[config.mk]
export PLATFORM = sky130hd
export DESIGN_NAME = ex_mem_pipe_reg
export DESIGN_NICKNAME = d
export VERILOG_FILES = /design/src/rtl/ex_mem_pkg.sv /design/src/rtl/pipe_skid_buf.sv /design/src/rtl/ex_mem_pipe_reg.sv
export SDC_FILE = /design/constraint.sdc
export NUM_CORES = 1
export LEC_CHECK = 0
export ABC_AREA = 1
export BUFFER_PORTS_ARGS = -buffer_cell sky130_fd_sc_hd__buf_2
export CAP_MARGIN = 25
export CORE_MARGIN = 4
export CORE_UTILIZATION = 45
export CTS_CLUSTER_DIAMETER = 100
export DETAILED_ROUTE_END_ITERATION = 12
export PLACE_DENSITY = 0.67
export SYNTH_ARGS = -nofsm -noshare
export SYNTH_HDL_FRONTEND = slang
export SYNTH_SLANG_ARGS = --single-unit
[constraint.sdc]
create_clock -name clk -period 12.8 [get_ports clk]
set_input_delay 2.56 -clock clk [delete_from_list [all_inputs] [get_ports clk]]
set_output_delay 2.56 -clock clk [all_outputs]
set_load 0.01 [all_outputs]
[src/rtl/ex_mem_pkg.sv]
`default_nettype none
// ============================================================================
// Package     : ex_mem_pkg
// Description : Default EX->MEM widths and the default-width payload struct.
// Revision    : 1.0 - initial release
// ============================================================================
package ex_mem_pkg;

  localparam int c_inst_w   = 32;
  localparam int c_addr_w   = 32;
  localparam int c_data_w   = 32;
  localparam int c_reg_w    = 5;
  localparam int c_lsu_op_w = 4;

  typedef struct packed {
    logic [c_inst_w-1:0]   inst;
    logic [c_addr_w-1:0]   pc;
    logic [c_data_w-1:0]   ex_result;
    logic [c_reg_w-1:0]    rw_addr;
    logic                  rw_en;
    logic [c_data_w-1:0]   lsu_data;
    logic [c_lsu_op_w-1:0] lsu_op;
  } ex_mem_payload_t;

endpackage
`default_nettype wire

[src/rtl/pipe_skid_buf.sv]
`default_nettype none
// ============================================================================
// Module      : pipe_skid_buf
// Description : Payload-agnostic two-entry (main + skid) buffer with a
//               registered in_ready and a flush that empties both slots.
// Revision    : 1.0 - initial release
// ============================================================================
module pipe_skid_buf #(
  parameter int PAYLOAD_W = 8
) (
  input  logic                 clk,
  input  logic                 rst,
  input  logic                 flush,
  input  logic                 in_valid,
  output logic                 in_ready,
  input  logic [PAYLOAD_W-1:0] in_data,
  output logic                 out_valid,
  input  logic                 out_ready,
  output logic [PAYLOAD_W-1:0] out_data
);

  logic                 r_main_valid, r_skid_valid, r_in_ready;
  logic [PAYLOAD_W-1:0] r_main_data, r_skid_data;
  logic                 w_main_valid, w_skid_valid;
  logic [PAYLOAD_W-1:0] w_main_data, w_skid_data;
  logic                 w_in_fire, w_out_fire;

  assign w_in_fire  = in_valid & r_in_ready;
  assign w_out_fire = r_main_valid & out_ready;

  always_comb begin
    w_main_valid = r_main_valid;
    w_skid_valid = r_skid_valid;
    w_main_data  = r_main_data;
    w_skid_data  = r_skid_data;
    if (flush) begin
      w_main_valid = 1'b0;
      w_skid_valid = 1'b0;
    end else if (r_skid_valid) begin
      // in_ready is low whenever skid is full, so only the drain case exists
      if (w_out_fire) begin
        w_main_data  = r_skid_data;
        w_skid_valid = 1'b0;
      end
    end else if (!r_main_valid || w_out_fire) begin
      w_main_valid = w_in_fire;
      if (w_in_fire) w_main_data = in_data;
    end else if (w_in_fire) begin
      w_skid_data  = in_data;
      w_skid_valid = 1'b1;
    end
  end

  always_ff @(posedge clk or posedge rst) begin
    if (rst) begin
      r_main_valid <= 1'b0;
      r_skid_valid <= 1'b0;
      r_in_ready   <= 1'b1;
      r_main_data  <= '0;
      r_skid_data  <= '0;
    end else begin
      r_main_valid <= w_main_valid;
      r_skid_valid <= w_skid_valid;
      r_in_ready   <= !w_skid_valid;
      r_main_data  <= w_main_data;
      r_skid_data  <= w_skid_data;
    end
  end

  assign in_ready  = r_in_ready;
  assign out_valid = r_main_valid;
  assign out_data  = r_main_data;

endmodule
`default_nettype wire

[src/rtl/ex_mem_pipe_reg.sv]
`default_nettype none
// ============================================================================
// Module      : ex_mem_pipe_reg
// Description : EX->MEM pipeline register on a two-entry skid buffer.
//               EX_MEM_STALL_CNT_EN adds the stall_cnt backpressure counter.
// Revision    : 1.0 - initial release
// ============================================================================
module ex_mem_pipe_reg
  import ex_mem_pkg::*;
#(
  parameter int INST_W   = c_inst_w,
  parameter int ADDR_W   = c_addr_w,
  parameter int DATA_W   = c_data_w,
  parameter int REG_W    = c_reg_w,
  parameter int LSU_OP_W = c_lsu_op_w
) (
  input  logic                clk,
  input  logic                rst,
  input  logic                flush,
  input  logic                in_valid,
  output logic                in_ready,
  input  logic [INST_W-1:0]   in_inst,
  input  logic [ADDR_W-1:0]   in_pc,
  input  logic [DATA_W-1:0]   in_ex_result,
  input  logic [REG_W-1:0]    in_rw_addr,
  input  logic                in_rw_en,
  input  logic [DATA_W-1:0]   in_lsu_data,
  input  logic [LSU_OP_W-1:0] in_lsu_op,
  output logic                out_valid,
  input  logic                out_ready,
  output logic [INST_W-1:0]   out_inst,
  output logic [ADDR_W-1:0]   out_pc,
  output logic [DATA_W-1:0]   out_ex_result,
  output logic [REG_W-1:0]    out_rw_addr,
  output logic                out_rw_en,
  output logic [DATA_W-1:0]   out_lsu_data,
  output logic [LSU_OP_W-1:0] out_lsu_op
`ifdef EX_MEM_STALL_CNT_EN
  ,
  output logic [31:0]         stall_cnt
`endif
);

  // Same field order as ex_mem_payload_t, but sized by this instance's parameters
  typedef struct packed {
    logic [INST_W-1:0]   inst;
    logic [ADDR_W-1:0]   pc;
    logic [DATA_W-1:0]   ex_result;
    logic [REG_W-1:0]    rw_addr;
    logic                rw_en;
    logic [DATA_W-1:0]   lsu_data;
    logic [LSU_OP_W-1:0] lsu_op;
  } payload_t;

  localparam int c_payload_w = $bits(payload_t);

  payload_t w_in, w_out;
  logic     w_main_valid;

  assign w_in = '{inst: in_inst, pc: in_pc, ex_result: in_ex_result,
                  rw_addr: in_rw_addr, rw_en: in_rw_en,
                  lsu_data: in_lsu_data, lsu_op: in_lsu_op};

  pipe_skid_buf #(
    .PAYLOAD_W (c_payload_w)
  ) u_skid_buf (
    .clk       (clk),
    .rst       (rst),
    .flush     (flush),
    .in_valid  (in_valid),
    .in_ready  (in_ready),
    .in_data   (w_in),
    .out_valid (w_main_valid),
    .out_ready (out_ready),
    .out_data  (w_out)
  );

  assign out_valid     = w_main_valid;
  assign out_inst      = w_out.inst;
  assign out_pc        = w_out.pc;
  assign out_ex_result = w_out.ex_result;
  assign out_rw_addr   = w_out.rw_addr;
  assign out_rw_en     = w_out.rw_en & w_main_valid;
  assign out_lsu_data  = w_out.lsu_data;
  assign out_lsu_op    = w_out.lsu_op;

`ifdef EX_MEM_STALL_CNT_EN
  logic [31:0] r_stall_cnt;

  // Saturating; survives flush so the count reflects the whole run
  always_ff @(posedge clk or posedge rst) begin
    if (rst) begin
      r_stall_cnt <= '0;
    end else if (w_main_valid && !out_ready && (r_stall_cnt != 32'hFFFF_FFFF)) begin
      r_stall_cnt <= r_stall_cnt + 32'd1;
    end
  end

  assign stall_cnt = r_stall_cnt;
`endif

endmodule
`default_nettype wire

==> summary.json <==
{
  "final_layout": {
    "final_cell_area_um2": 15200,
    "post_route_cells_drive_above_1_share_pct": 18.6,
    "finalNetCount": 2014,
    "flow.area_growth_from_synthesis_pct": 8.97
  },
  "sta": {
    "clock.fmax_ghz": 0.218,
    "finalSetupViolCount": 0,
    "period_minus_slack_ps": 4590,
    "finalCritPeriodShare_pct": 35.8,
    "setup-tns-final_ps": 0,
    "number_of_max_slew_violations_in_the_final_report": 0,
    "post-route-worst-setup-slack_ps": 8210,
    "rsz0062_at_grt": "no",
    "max_slew.worst_pin.slew_ps": 992,
    "report.final.hold_viol_count": 0,
    "max_slew_margin_pct": 33.9,
    "final.setup_skew_ps": 8.53
  },
  "grt": {
    "grt_first_pass_wirelength_mm": 58.9,
    "antenna_found_initial": 7,
    "gr-total-overflow": 0,
    "grt_max_degree": 168,
    "grtUsageTotal_pct": 21.0,
    "first_global_vias": 11100
  },
  "clock_tree": {
    "clock_path_buffers": 3,
    "clk_transition_reported_paths_ps": 60,
    "htree_num_levels": 1,
    "postCtsResizedCells": 0,
    "postCtsHoldBufs": 0,
    "cts_tree": "done",
    "clock_sinks": 279,
    "cts_root_buf": "clkbuf_16",
    "tritoncts.num_buffers": 31,
    "postCtsSetupRepairBufs": 0,
    "worstSkewPairLatency_ps": 550
  },
  "run": {
    "max_cap_viol_count": 0
  },
  "min_path": {
    "hold_depth": 2,
    "holdCritPathClass": "reg -> reg"
  },
  "critical_path": {
    "worst-r2r-cell-count": 8,
    "critical_setup_path_kind": "in -> reg",
    "critPathLaunchType": "input port",
    "critical_path_required_ps": 13230,
    "critPathMaxFanout": 71,
    "worst-endpoint-arrival_ps": 5020,
    "worstSetupEndpointType": "flip-flop"
  },
  "die": {
    "die_x_um": 184,
    "core_area_um2": 30600,
    "floorplan.die.height_um": 184,
    "dieArea_um2": 33800,
    "floorplan.io_pins": 283,
    "initial_core_util_pct": 45.5,
    "rows": 64
  },
  "placement": {
    "placement.io_buffers": 282,
    "globalplace.congestion": 0.796,
    "hpwl_mm": 22.0,
    "placement.setup.worst_slack_ps": 7580,
    "dpl-instance-area_um2": 14200
  },
  "power": {
    "total_switching_power_uw": 746,
    "seq_power_share_pct": 47.6,
    "power_per_cell_area_nw_per_um2": 165,
    "pwr-share-clk_pct": 34.7,
    "power_frac_comb_pct": 17.8,
    "internal-power_mw": 1.75,
    "netSwitchingFraction_pct": 29.9,
    "worst_vdd_drop_v": 0.000106,
    "post-layout-total-power_mw": 2.50,
    "power.leakage_nw": 8.80
  },
  "detailed_routing": {
    "drc": 0,
    "dr.pass1.iters": 5,
    "detail-route-antenna-nets": 0,
    "totalWireLength_mm": 36.4,
    "detail_route.iter0.violations": 914,
    "num_vias": 11600,
    "via_per_inst": 5.05,
    "avgRoutedWirePerCell_um": 15.9
  },
  "yosys": {
    "synth_fp_nets": 1945,
    "synth.yosys.seq_area_share_pct": 50.2,
    "syn_area_um2": 13900,
    "synth_cell_type_count": 14,
    "ys_ff_latch": 279,
    "synth.yosys.warnings": 0,
    "gate_count_after_technology_mapping": 1802,
    "synth_area_per_cell_um2": 7.72
  },
  "run_status": {
    "status": "finished clean"
  }
}
-- metal layers --
| layer | GRT usage (%) | up-vias | wire length, um |
|---|---|---|---|
| li1 | - | 5622 | - |
| met1 | 28.8 | 5505 | 15900 |
| met2 | 34.6 | 391 | 16800 |
| met3 | 4.45 | 43 | 3090 |
| met4 | 4.58 | 6 | 554 |
| met5 | 0 | - | 34 |
-- placed cells by master (no fill, tap or decap) --
cell type   instances
nand2_1           972
buf_2             282
nand3_1           278
dfrtp_1           277
clkbuf_16          31
buf_4               9
clkbuf_1            7
clkinv_2            6
inv_1               5
clkbuf_8            4
diode_2             3
inv_4               3
nand2_4             3
inv_6               2
clkinvlp_4          2
bufinv_16           2
buf_16              2
nand2_2             1
nor2_4              1
inv_8               1
o21ai_0             1
buf_12              1
dfstp_2             1
dfrtp_4             1
-- worst paths after layout --
path                                                      endpoint                                start  slack [ps]
setup / recovery           u_skid_buf.r_skid_data[137]$_DFFE_PP0P_                                flush        8210
hold / removal                 u_skid_buf.out_data[65]$_DFFE_PP0P_  u_skid_buf.out_data[65]$_DFFE_PP0P_         460
setup reg to reg               u_skid_buf.out_data[88]$_DFFE_PP0P_    u_skid_buf.r_skid_valid$_DFF_PP0_        9520
hold reg to reg                u_skid_buf.out_data[65]$_DFFE_PP0P_  u_skid_buf.out_data[65]$_DFFE_PP0P_         460
max in group asynchronous   u_skid_buf.r_skid_data[75]$_DFFE_PP0P_                                  rst        9150
min in group asynchronous      u_skid_buf.out_data[68]$_DFFE_PP0P_                                  rst        2180
-- sequential cells by signal, indices dropped and copies added, names as in the netlist --
signal and cells:
u_skid_buf.in_ready 1, u_skid_buf.out_data 138, u_skid_buf.r_skid_data 138, u_skid_buf.r_skid_valid 1
u_skid_buf.out_valid 1
-- power by group through the flow --
stage / combinational, mW / clock [mW] / sequential [mW]
2_1_floorplan: 0.401 / 0 / 1.17
3_3_place_gp: 0.437 / 0 / 1.19
3_5_place_dp: 0.452 / 0 / 1.20
4_1_cts: 0.452 / 0.886 / 1.19
5_1_grt: 0.511 / 0.924 / 1.21
6_report: 0.444 / 0.865 / 1.19
-- Yosys cell counts, drive strengths merged --
| cell type | number | area (um^2) |
|---|---|---|
| buf | 253 | 1810 |
| clkbuf | 5 | 18.8 |
| dfrtp | 278 | 6960 |
| dfstp | 1 | 26.3 |
| inv | 9 | 33.8 |
| nand2 | 976 | 3670 |
| nand3 | 278 | 1390 |
| nor2 | 1 | 6.26 |
| o21ai | 1 | 5.00 |
-- through the flow --
step	utilization (%)	hold WS, ps	cells
after floorplan	-	442	1802
after global placement	46.2	449	2232
after detailed placement	46.4	453	2234
after CTS	49.6	468	2288
after global routing	49.6	483	2291
final	49.6	465	2291
-- worst max-delay path, stage by stage --
cell	delay (ps)
buf_2	100
inv_1	80
nand3_1	200
inv_4	560
nand2_4	620
buf_4	610
nand2_1	140
nand2_1	80
-- cells by family (layout without fill, tap and decap cells) --
logic type      count (synthesis)  count (layout)  synth area share [%]
simple gates                 1255            1255                  36.4
flops                         279             279                  50.2
buf+inv                       267             357                  13.4
compound gates                  1               1                0.0359
other cells                     0               3                     0
-- cell type report --
| cell class | instances | area [um^2] |
|---|---|---|
| tap | 396 | 495 |
| inverter | 9 | 48.8 |
| clock inverter | 12 | 123 |
| multi-input combinational | 1256 | 5100 |
| antenna | 3 | 7.51 |
| clock buffer | 42 | 857 |
| fill | 3004 | 15400 |
| timing repair buffer | 294 | 1550 |
| sequential | 279 | 6990 |
(Power assumes the default switching activity.)
